File: src/rtl/mdu_hilo_if.sv
// mdu_hilo_if: pipeline <-> multiply/divide unit bundle.
// Master is the pipeline side; slave is the MDU.
interface mdu_hilo_if #(
  parameter int WIDTH = 32
);
  logic             start;
  logic [1:0]       op;
  logic [WIDTH-1:0] src_a;
  logic [WIDTH-1:0] src_b;
  logic             cancel;
  logic             mthi;
  logic             mtlo;
  logic [WIDTH-1:0] wdata;
  logic             busy;
  logic             done;
  logic [WIDTH-1:0] hi_out;
  logic [WIDTH-1:0] lo_out;

  modport master (
    output start, op, src_a, src_b,
    output cancel, mthi, mtlo, wdata,
    input  busy, done, hi_out, lo_out
  );

  modport slave (
    input  start, op, src_a, src_b,
    input  cancel, mthi, mtlo, wdata,
    output busy, done, hi_out, lo_out
  );
endinterface

File: src/rtl/mdu_hilo.sv
// mdu_hilo: iterative MULT/MULTU/DIV/DIVU unit owning HI/LO.
// MDU_DIVZERO_FAST_EN: divide by zero finishes in one cycle.
module mdu_hilo #(
  parameter int WIDTH = 32
) (
  input logic       clk,
  input logic       rst_n,
  mdu_hilo_if.slave bus
);
  localparam int CW = $clog2(WIDTH + 1);
  localparam int W2 = 2 * WIDTH;

  typedef enum logic [1:0] {
    IDLE,
    CALC,
    DONE
  } state_t;

  state_t           state_q;
  logic [CW-1:0]    cnt_q;
  logic [W2-1:0]    acc_q;
  logic [WIDTH-1:0] m_q;
  logic [WIDTH-1:0] a_raw_q;
  logic [WIDTH-1:0] hi_q;
  logic [WIDTH-1:0] lo_q;
  logic             div_q;
  logic             neg_q;
  logic             rneg_q;
  logic             dz_q;
  logic             busy_q;
  logic             done_q;

  logic             sgn;
  logic             a_neg;
  logic             b_neg;
  logic             b_zero;
  logic             fast_dz;
  logic [WIDTH-1:0] a_mag;
  logic [WIDTH-1:0] b_mag;

  // Operand magnitudes and signs as seen at start
  always_comb begin
    sgn    = ~bus.op[0];
    a_neg  = sgn & bus.src_a[WIDTH-1];
    b_neg  = sgn & bus.src_b[WIDTH-1];
    b_zero = (bus.src_b == '0);
    a_mag  = a_neg ? -bus.src_a : bus.src_a;
    b_mag  = b_neg ? -bus.src_b : bus.src_b;
  end

`ifdef MDU_DIVZERO_FAST_EN
  assign fast_dz = bus.op[1] & b_zero;
`else
  assign fast_dz = 1'b0;
`endif

  logic [WIDTH:0]   msum;
  logic [WIDTH:0]   dup;
  logic [WIDTH:0]   ddif;
  logic [W2-1:0]    step;

  // One radix-2 step: shift-add multiply or restoring divide
  always_comb begin
    msum = {1'b0, acc_q[W2-1:WIDTH]} + {1'b0, m_q};
    dup  = acc_q[W2-1:WIDTH-1];
    ddif = dup - {1'b0, m_q};
    if (div_q) begin
      if (ddif[WIDTH]) begin
        step = {acc_q[W2-2:0], 1'b0};
      end else begin
        step = {ddif[WIDTH-1:0], acc_q[WIDTH-2:0], 1'b1};
      end
    end else if (acc_q[0]) begin
      step = {msum, acc_q[WIDTH-1:1]};
    end else begin
      step = {1'b0, acc_q[W2-1:1]};
    end
  end

  logic [W2-1:0]    prod;
  logic [WIDTH-1:0] quo;
  logic [WIDTH-1:0] rem;
  logic [WIDTH-1:0] res_hi;
  logic [WIDTH-1:0] res_lo;

  // Sign correction of the final step's value
  always_comb begin
    prod = neg_q ? -step : step;
    quo  = neg_q ? -step[WIDTH-1:0] : step[WIDTH-1:0];
    rem  = rneg_q ? -step[W2-1:WIDTH] : step[W2-1:WIDTH];
    if (dz_q) begin
      res_hi = a_raw_q;
      res_lo = '1;
    end else if (div_q) begin
      res_hi = rem;
      res_lo = quo;
    end else begin
      res_hi = prod[W2-1:WIDTH];
      res_lo = prod[WIDTH-1:0];
    end
  end

  // Control FSM, datapath registers and HI/LO
  always_ff @(posedge clk or negedge rst_n) begin
    if (!rst_n) begin
      state_q <= IDLE;
      cnt_q   <= '0;
      acc_q   <= '0;
      m_q     <= '0;
      a_raw_q <= '0;
      hi_q    <= '0;
      lo_q    <= '0;
      div_q   <= 1'b0;
      neg_q   <= 1'b0;
      rneg_q  <= 1'b0;
      dz_q    <= 1'b0;
      busy_q  <= 1'b0;
      done_q  <= 1'b0;
    end else begin
      done_q <= 1'b0;
      case (state_q)
        IDLE: begin
          if (!bus.start) begin
            if (bus.mthi) hi_q <= bus.wdata;
            if (bus.mtlo) lo_q <= bus.wdata;
          end else if (!bus.cancel) begin
            div_q   <= bus.op[1];
            neg_q   <= a_neg ^ b_neg;
            rneg_q  <= a_neg;
            dz_q    <= bus.op[1] & b_zero;
            a_raw_q <= bus.src_a;
            busy_q  <= 1'b1;
            if (bus.op[1]) begin
              acc_q <= {{WIDTH{1'b0}}, a_mag};
              m_q   <= b_mag;
            end else begin
              acc_q <= {{WIDTH{1'b0}}, b_mag};
              m_q   <= a_mag;
            end
            if (fast_dz) begin
              hi_q    <= bus.src_a;
              lo_q    <= '1;
              done_q  <= 1'b1;
              state_q <= DONE;
            end else begin
              cnt_q   <= CW'(WIDTH);
              state_q <= CALC;
            end
          end
        end
        CALC: begin
          if (bus.cancel) begin
            busy_q  <= 1'b0;
            state_q <= IDLE;
          end else begin
            acc_q <= step;
            cnt_q <= cnt_q - 1'b1;
            if (cnt_q == CW'(1)) begin
              hi_q    <= res_hi;
              lo_q    <= res_lo;
              done_q  <= 1'b1;
              state_q <= DONE;
            end
          end
        end
        default: begin
          busy_q  <= 1'b0;
          state_q <= IDLE;
        end
      endcase
    end
  end

  assign bus.busy   = busy_q;
  assign bus.done   = done_q;
  assign bus.hi_out = hi_q;
  assign bus.lo_out = lo_q;
endmodule
File: src/flat_wrapper.sv
// flat-port wrapper written by rule: the top's interface ports become plain ports
module mdu_hilo_flat 
#(
  parameter int WIDTH = 32
)
  (clk, rst_n, bus_start, bus_op, bus_src_a, bus_src_b, bus_cancel, bus_mthi, bus_mtlo, bus_wdata, bus_busy, bus_done, bus_hi_out, bus_lo_out);
  mdu_hilo_if #(.WIDTH(WIDTH)) bus_i ();
  input logic clk;
  input logic rst_n;
  input wire logic [$bits(bus_i.start)-1:0] bus_start;
  input wire logic [$bits(bus_i.op)-1:0] bus_op;
  input wire logic [$bits(bus_i.src_a)-1:0] bus_src_a;
  input wire logic [$bits(bus_i.src_b)-1:0] bus_src_b;
  input wire logic [$bits(bus_i.cancel)-1:0] bus_cancel;
  input wire logic [$bits(bus_i.mthi)-1:0] bus_mthi;
  input wire logic [$bits(bus_i.mtlo)-1:0] bus_mtlo;
  input wire logic [$bits(bus_i.wdata)-1:0] bus_wdata;
  output wire logic [$bits(bus_i.busy)-1:0] bus_busy;
  output wire logic [$bits(bus_i.done)-1:0] bus_done;
  output wire logic [$bits(bus_i.hi_out)-1:0] bus_hi_out;
  output wire logic [$bits(bus_i.lo_out)-1:0] bus_lo_out;
  assign bus_i.start = bus_start;
  assign bus_i.op = bus_op;
  assign bus_i.src_a = bus_src_a;
  assign bus_i.src_b = bus_src_b;
  assign bus_i.cancel = bus_cancel;
  assign bus_i.mthi = bus_mthi;
  assign bus_i.mtlo = bus_mtlo;
  assign bus_i.wdata = bus_wdata;
  assign bus_busy = bus_i.busy;
  assign bus_done = bus_i.done;
  assign bus_hi_out = bus_i.hi_out;
  assign bus_lo_out = bus_i.lo_out;
  mdu_hilo #(.WIDTH(WIDTH)) u_core (.clk(clk), .rst_n(rst_n), .bus(bus_i));
endmodule
File: config.mk
export PLATFORM = sky130hd
export DESIGN_NAME = mdu_hilo_flat
export DESIGN_NICKNAME = d
export VERILOG_FILES = /design/src/rtl/mdu_hilo_if.sv /design/src/rtl/mdu_hilo.sv /design/src/flat_wrapper.sv
export SDC_FILE = /design/constraint.sdc
export NUM_CORES = 1
export LEC_CHECK = 0
export BUFFER_PORTS_ARGS = -buffer_cell sky130_fd_sc_hd__buf_2
export CORE_ASPECT_RATIO = 0.9
export CORE_MARGIN = 2
export CORE_UTILIZATION = 55
export CTS_CLUSTER_DIAMETER = 40
export DETAILED_ROUTE_END_ITERATION = 10
export HOLD_SLACK_MARGIN = 0.15
export PLACE_DENSITY = 0.75
export SLEW_MARGIN = 20
export SYNTH_ARGS = -nofsm -noshare
export SYNTH_HDL_FRONTEND = slang
export SYNTH_SLANG_ARGS = --single-unit
export TNS_END_PERCENT = 1
File: constraint.sdc
create_clock -name clk -period 5.6 [get_ports clk]
set_input_delay 0.84 -clock clk [delete_from_list [all_inputs] [get_ports clk]]
set_output_delay 0.84 -clock clk [all_outputs]
set_load 0.02 [all_outputs]
After elaboration in Yosys (flattened, before gate mapping). Cells that the tools add are included.

Div/mod/pow operators: 0. Multiply operators: 0. Equal/unequal tests: 11. Reductions and logical operators: 9. Bitwise operators: 6. Shift-type cells: 0. Mux-type cells: 44. $add $sub $neg: 8. $lt $le $gt $ge: 0.

Operators with widths (number): 32-bit 2-to-1 mux (18); 64-bit 2-to-1 mux (7); 32-bit negator (4); 32-bit case mux with 2 select lines (2); 64-bit case mux with 2 select lines (1); 64-bit negator (1); 32-bit by 32-bit adder with 33-bit output (1); 33-bit by 32-bit subtractor with 33-bit output (1); 32-bit zero test (1); 6-bit 2-to-1 mux (3); 2-bit inequality test (second input constant) (7); 6-bit case mux with 2 select lines (1); 5-bit AND reduction (2); 3-bit AND reduction (3); 2-bit 2-to-1 mux (4); 6-bit by 1-bit == test with 1-bit output (second input constant) (1); 1-bit 2-to-1 mux (6); 6-bit by 1-bit subtractor with 6-bit output (second input constant) (1); 2-bit case mux with 2 select lines (1); 4-bit AND reduction (1); 1-bit bitwise AND (3); 3-bit by 2-bit inequality test with 1-bit output (second input constant) (1); 2-bit by 1-bit == test with 1-bit output (second input constant) (1); 2-bit zero test (1); other kinds (5) (6).

ROM bits: 0. Latch bits: 0. Bits in writable memories: 0. Flip-flop bits (word level): 206. Bits of input ports: 104. Memories kept: 0.

Depth between registers and ports, before layout.
Depth in word-level cells: 10. Gate-level depth with buffers: 23.

Worst setup path after synthesis. Ideal clock, no wire load.

Path type: register -> register. From: reg u_core.acc_q[31]. To: reg u_core.lo_q[20], in the netlist u_core.bus.lo_out[20]. Slack: 1083 ps. Required time: 5517 ps. Data arrival time: 4434 ps. Stages on the path, launching flop included: 21. Cells stage by stage: dfrtp_1 > inv_1 > ha_1 > inv_1 > fa_1 > a211oi_2 > o211a_1 > o211ai_2 > and3_1 > buf_2 > nor3_2 > nor3_2 > a21oi_1 > ha_1 > o21ai_0 > or2_2 > or4b_2 > o21ai_0 > xor2_1 > o22ai_1 > o21ai_0.

Longest elaborated chain between the ends: 10. Elaborated cells between the ends (all ways): 12. Those cells by class: 3 x add/sub; 9 x mux.

RTL lines: start, declared (line mdu_hilo.sv:21) `logic [W2-1:0] acc_q;`; start signal, assigned (line mdu_hilo.sv:134) `acc_q <= {{WIDTH{1'b0}}, a_mag};`; start signal, assigned (line mdu_hilo.sv:137) `acc_q <= {{WIDTH{1'b0}}, b_mag};`; start signal, assigned (line mdu_hilo.sv:156) `acc_q <= step;`; 33-bit by 32-bit subtractor with 33-bit output * (line mdu_hilo.sv:66) `ddif = dup - {1'b0, m_q};`; 64-bit 2-to-1 mux * (line mdu_hilo.sv:68) `if (ddif[WIDTH]) begin`; 64-bit 2-to-1 mux * (line mdu_hilo.sv:67) `if (div_q) begin`; 64-bit negator / 32-bit negator (equally long branches) (line mdu_hilo.sv:88, mdu_hilo.sv:89); 64-bit 2-to-1 mux / 32-bit 2-to-1 mux (equally long branches) (line mdu_hilo.sv:88, mdu_hilo.sv:89); 32-bit 2-to-1 mux * (line mdu_hilo.sv:94) `end else if (div_q) begin`; 32-bit 2-to-1 mux * (line mdu_hilo.sv:91) `if (dz_q) begin`; 32-bit 2-to-1 mux * (line mdu_hilo.sv:158) `if (cnt_q == CW'(1)) begin`; 32-bit 2-to-1 mux * (line mdu_hilo.sv:152) `if (bus.cancel) begin`; 32-bit case mux with 2 select lines * (line mdu_hilo.sv:121) `case (state_q)`; end signal, assigned (line mdu_hilo.sv:125) `if (bus.mtlo) lo_q <= bus.wdata;`; end signal, assigned (line mdu_hilo.sv:160) `lo_q <= res_lo;`; end, declared (line mdu_hilo.sv:25) `logic [WIDTH-1:0] lo_q;`.

Mark *: on every way between the ends. The rest lies on a longest branch, timed or not. The select of a mux whose other input is x is not followed. A chain may end at the register's enable or synchronous reset.

Final worst setup path.
From: reg u_core.acc_q[32]. To: reg u_core.hi_q[29], in the netlist u_core.bus.hi_out[29].

Longest elaborated chain between the ends: 10. Elaborated cells between the ends (all ways): 14. Those cells by class: 4 x add/sub; 10 x mux.

RTL lines: 33-bit by 32-bit subtractor with 33-bit output / 32-bit by 32-bit adder with 33-bit output (equally long branches) (line mdu_hilo.sv:66, mdu_hilo.sv:64); 64-bit 2-to-1 mux (on tied branches) (line mdu_hilo.sv:68, mdu_hilo.sv:73); 64-bit 2-to-1 mux * (line mdu_hilo.sv:67); 64-bit negator / 32-bit negator (equally long branches) (line mdu_hilo.sv:88, mdu_hilo.sv:90); 64-bit 2-to-1 mux / 32-bit 2-to-1 mux (equally long branches) (line mdu_hilo.sv:88, mdu_hilo.sv:90); 32-bit 2-to-1 mux * (line mdu_hilo.sv:94); 32-bit 2-to-1 mux * (line mdu_hilo.sv:91); 32-bit 2-to-1 mux * (line mdu_hilo.sv:158); 32-bit 2-to-1 mux * (line mdu_hilo.sv:152); 32-bit case mux with 2 select lines * (line mdu_hilo.sv:121); end signal, assigned (line mdu_hilo.sv:124) `if (bus.mthi) hi_q <= bus.wdata;`; end signal, assigned (line mdu_hilo.sv:141) `hi_q <= bus.src_a;`; end signal, assigned (line mdu_hilo.sv:159) `hi_q <= res_hi;`; end, declared (line mdu_hilo.sv:24) `logic [WIDTH-1:0] hi_q;`.

Marks and branches as above.

==> run summary <==
CP Cell Sequence - ha_1 > fa_1 > a21o_1 > a311o_1 > a32oi_4 > nand2_1 > xor2_1 > a2111oi_2 > a211oi_1 > nor3_2 > o311ai_0 > a211oi_1 > nor3_1 > o31ai_1
Final Cell Area - 20420 sq um
Max Fclk - 194.6 MHz
CTS root buffer - clkbuf_16
Die width - 194.2 microns
Required time worst endpoint - 6.03 ns
Synth top area share - 28.77%
Initial antenna violation count - 7
Detailed Place HPWL - 58660 microns
Cell Area, Synth - 17910 sq um
Hold buffer count at cts - 0
First-pass GRT wire length - 114700 microns
Layout cells sized above 1 - 13.56%
Top delay family on crit path - compound AO/OA/AOI/OAI gates
Clock skew - 0.02332 ns
Max_cap viols - 0
Cell Int Power - 0.006011 W
Final ANT Viol Nets - 0
Final period util - 91.74%
Status - complete, no violations
Largest net degree at the start of global routing - 136
Total wire length - 76880 microns
Crit path buf inv count - 0
Tmin final - 5.137 ns
Syn avg cell area - 7.620 sq um
Final slew viol count - 0
Yosys reg bits - 206
Syn Nets - 2527
Final hold viol count - 0
Num CTS Buffers - 38
RSZ-0062 raised after global routing - no
Post-cts repair resize count - 0
Switching Fraction - 52.40%
Site row count - 62
Number of enable flip-flop cells after synthesis - 0
Worst hold slack - 0.2980 ns
Grt peak-use layer - met2
Final setup vio count - 0
Hold WC Path Type - input pin to async pin
Die Y - 175.2 microns
Most used cell, CP - a211oi_1
Clock power share - 18.5%
# H-tree levels - 2
CTS Sinks - 206
Layout Nets - 2640
Top Ports - 170
Prevailing post-synth register cell - dfrtp_1
Routed wire length per instance - 26.39 microns
Initial DRC count - 3092
Synth area leaders - dfrtp_1, nand2_1, o21ai_0
Gr ovfl total - 0
Pleak - 9.070 nW
Clk buf depth - 3
Vias in the first global route - 18420
GR Util met3 - 13.95%
Max-slew headroom - 26.93%
RePlAce Congestion - 1.040
Final setup TNS - 0 ns
Synthesis Warnings - 0
Via density per instance - 6.916
Vias - 20150
Endpoint type of the worst setup path - register
Most frequent cells in the layout - nand2_1, o21ai_0, dfrtp_1
First-pass iteration count of the detailed router - 6
Top cell type by total area after synthesis - dfrtp_1
Placed Area - 19120 sq um
VDD IR max - 0.0004013 V
CP Class - register to register
Sequential-to-total area share from yosys stat - 28.77%
Cells after synthesis - 2351
Data arrival time of the worst path - 5.57 ns
Post-CTS Setup Inserts - 0
Net Sw Power - 0.006618 W
CTS tree - done
PortBufs - 169
Combinational share of power - 61.3%
Slowest CP cell - a2111oi_2
Die area - 34030 sq um
Pwr per Cell Area - 618.3 nW/um^2
Core Area - 31960 sq um
Layout area overhead - 14.00%
Clk_lat worst skew - 0.55 ns
DR DRC count - 0
Seq pwr share - 20.2%
Grt met1 use - 61.95%
Crit Path Max Fanout - 7
Worst-path clk slew - 0.05 ns
Initial Utilization - 56.05%
Asr flop ratio synth - 100.0%
Startpoint Class - register
Yosys cell types - 94
Max stage delay on crit path - 0.60 ns
Met2 Usage GRT - 62.07%
Worst slew pin tran - 1.092 ns
Commonest non-fill, non-tap cell in the layout - nand2_1
Tot GR Track Use - 44.08%
-- worst register-to-register path, delay by kind of cell (launching register included) --
kind | cells | cell delay, ns
adder cells (fa/ha/maj) | 2 | 0.70
AO/OA/AOI/OAI | 8 | 2.97
XOR/XNOR | 1 | 0.20
AND/OR/NAND/NOR | 3 | 0.70
flip-flops | 1 | 0.47
-- synth_stat cells, types with 5 or more instances --
cell	count
and2_1	14
a211o_1	6
or4_1	5
a22o_1	19
o31ai_1	19
a22oi_1	14
buf_1	11
mux2i_1	52
o211ai_1	36
o211a_1	10
nor3_1	63
and4_1	9
nor2_1	187
or2_2	8
nand3_1	54
nand2b_1	15
o22ai_1	43
a21o_1	32
o21a_1	18
buf_2	16
a21boi_0	10
a211oi_1	25
nor4_1	20
nor3b_1	10
nor2b_1	17
a31oi_1	32
o21bai_1	5
xor2_1	77
xnor2_1	74
inv_1	77
o2111ai_1	6
a2111oi_0	6
o21ai_0	207
buf_4	5
dfrtp_1	206
o221ai_1	22
or3_1	18
a21oi_1	191
o21ai_1	16
mux2_2	7
and3_1	26
ha_1	70
clkbuf_1	112
nand4_1	24
nand2_1	362
-- worst paths after layout --
kind / cells after the start / slack (ns) / end / from
worst max-delay path: 14 / 0.46 / u_core.bus.hi_out[29] / u_core.acc_q[32]
worst min-delay path: 1 / 0.30 / u_core.acc_q[57] / rst_n
worst max register to register: 14 / 0.46 / u_core.bus.hi_out[29] / u_core.acc_q[32]
worst min register to register: 2 / 0.47 / u_core.bus.lo_out[29] / u_core.bus.lo_out[29]
max in group asynchronous: 2 / 4.10 / u_core.bus.busy / rst_n
min in group clk: 2 / 0.47 / u_core.bus.lo_out[29] / u_core.bus.lo_out[29]
-- logic make-up (layout without fill, tap and decap cells) --
| family | after synthesis | in the layout | share of synthesized area, % |
|---|---|---|---|
| buffers and inverters | 223 | 365 | 4.889 |
| and+or+nand+nor | 848 | 848 | 21.73 |
| DFF | 206 | 206 | 28.77 |
| adders and majority gates | 72 | 72 | 5.112 |
| AOI/OAI and AO/OA | 791 | 791 | 28.71 |
| muxes | 60 | 60 | 3.408 |
| other | 0 | 4 | 0 |
| xor gates and xnor gates | 151 | 151 | 7.382 |
-- through the flow --
step | cells | total power, W | worst slack (ns) | util, %
after CTS | 2909 | 0.01228 | 0.6826 | 63.87
final | 2913 | 0.01263 | 0.4625 | 63.90
after global routing | 2909 | 0.01318 | 0.3063 | 63.87
after global placement | 2840 | 0.009855 | 0.8142 | 59.80
after detailed placement | 2840 | 0.009901 | 0.7159 | 59.82
after floorplan | 2351 | 0.007360 | 1.083 | -
-- power groups by stage --
stage / clock network, W / logic, W / registers (W)
5_1_grt: 0.00241 / 0.00820 / 0.00258
4_1_cts: 0.00234 / 0.00743 / 0.00251
3_5_place_dp: 0 / 0.00738 / 0.00252
2_1_floorplan: 0 / 0.00483 / 0.00253
6_report: 0.00234 / 0.00774 / 0.00255
3_3_place_gp: 0 / 0.00735 / 0.00251
-- layer usage --
metal,share of wire [%],wire (microns)
met1,41,31280
met2,40,30970
met3,14,10910
met4,4.8,3673
met5,0.060,46
-- flip-flops by register name (all words and copies together), names as in the netlist --
name               cells
u_core.bus.busy        1
u_core.bus.hi_out     32
u_core.a_raw_q        32
u_core.m_q            32
u_core.bus.done        1
u_core.cnt_q           6
u_core.div_q           1
u_core.rneg_q          1
u_core.bus.lo_out     32
u_core.acc_q          64
u_core.dz_q            1
u_core.neg_q           1
u_core.state_q         2
-- final cells by class --
class,count,area (sq um)
inverters,79,296.5
clock inverters,21,234.0
fillers,2880,11540
well taps,416,520.5
multi-input cells,1922,11920
flip-flops and latches,206,5159
clock buffers,48,1060
repair buffers,217,1229
diodes,4,10.01
No activity file was read; power rests on OpenSTA's default activity.
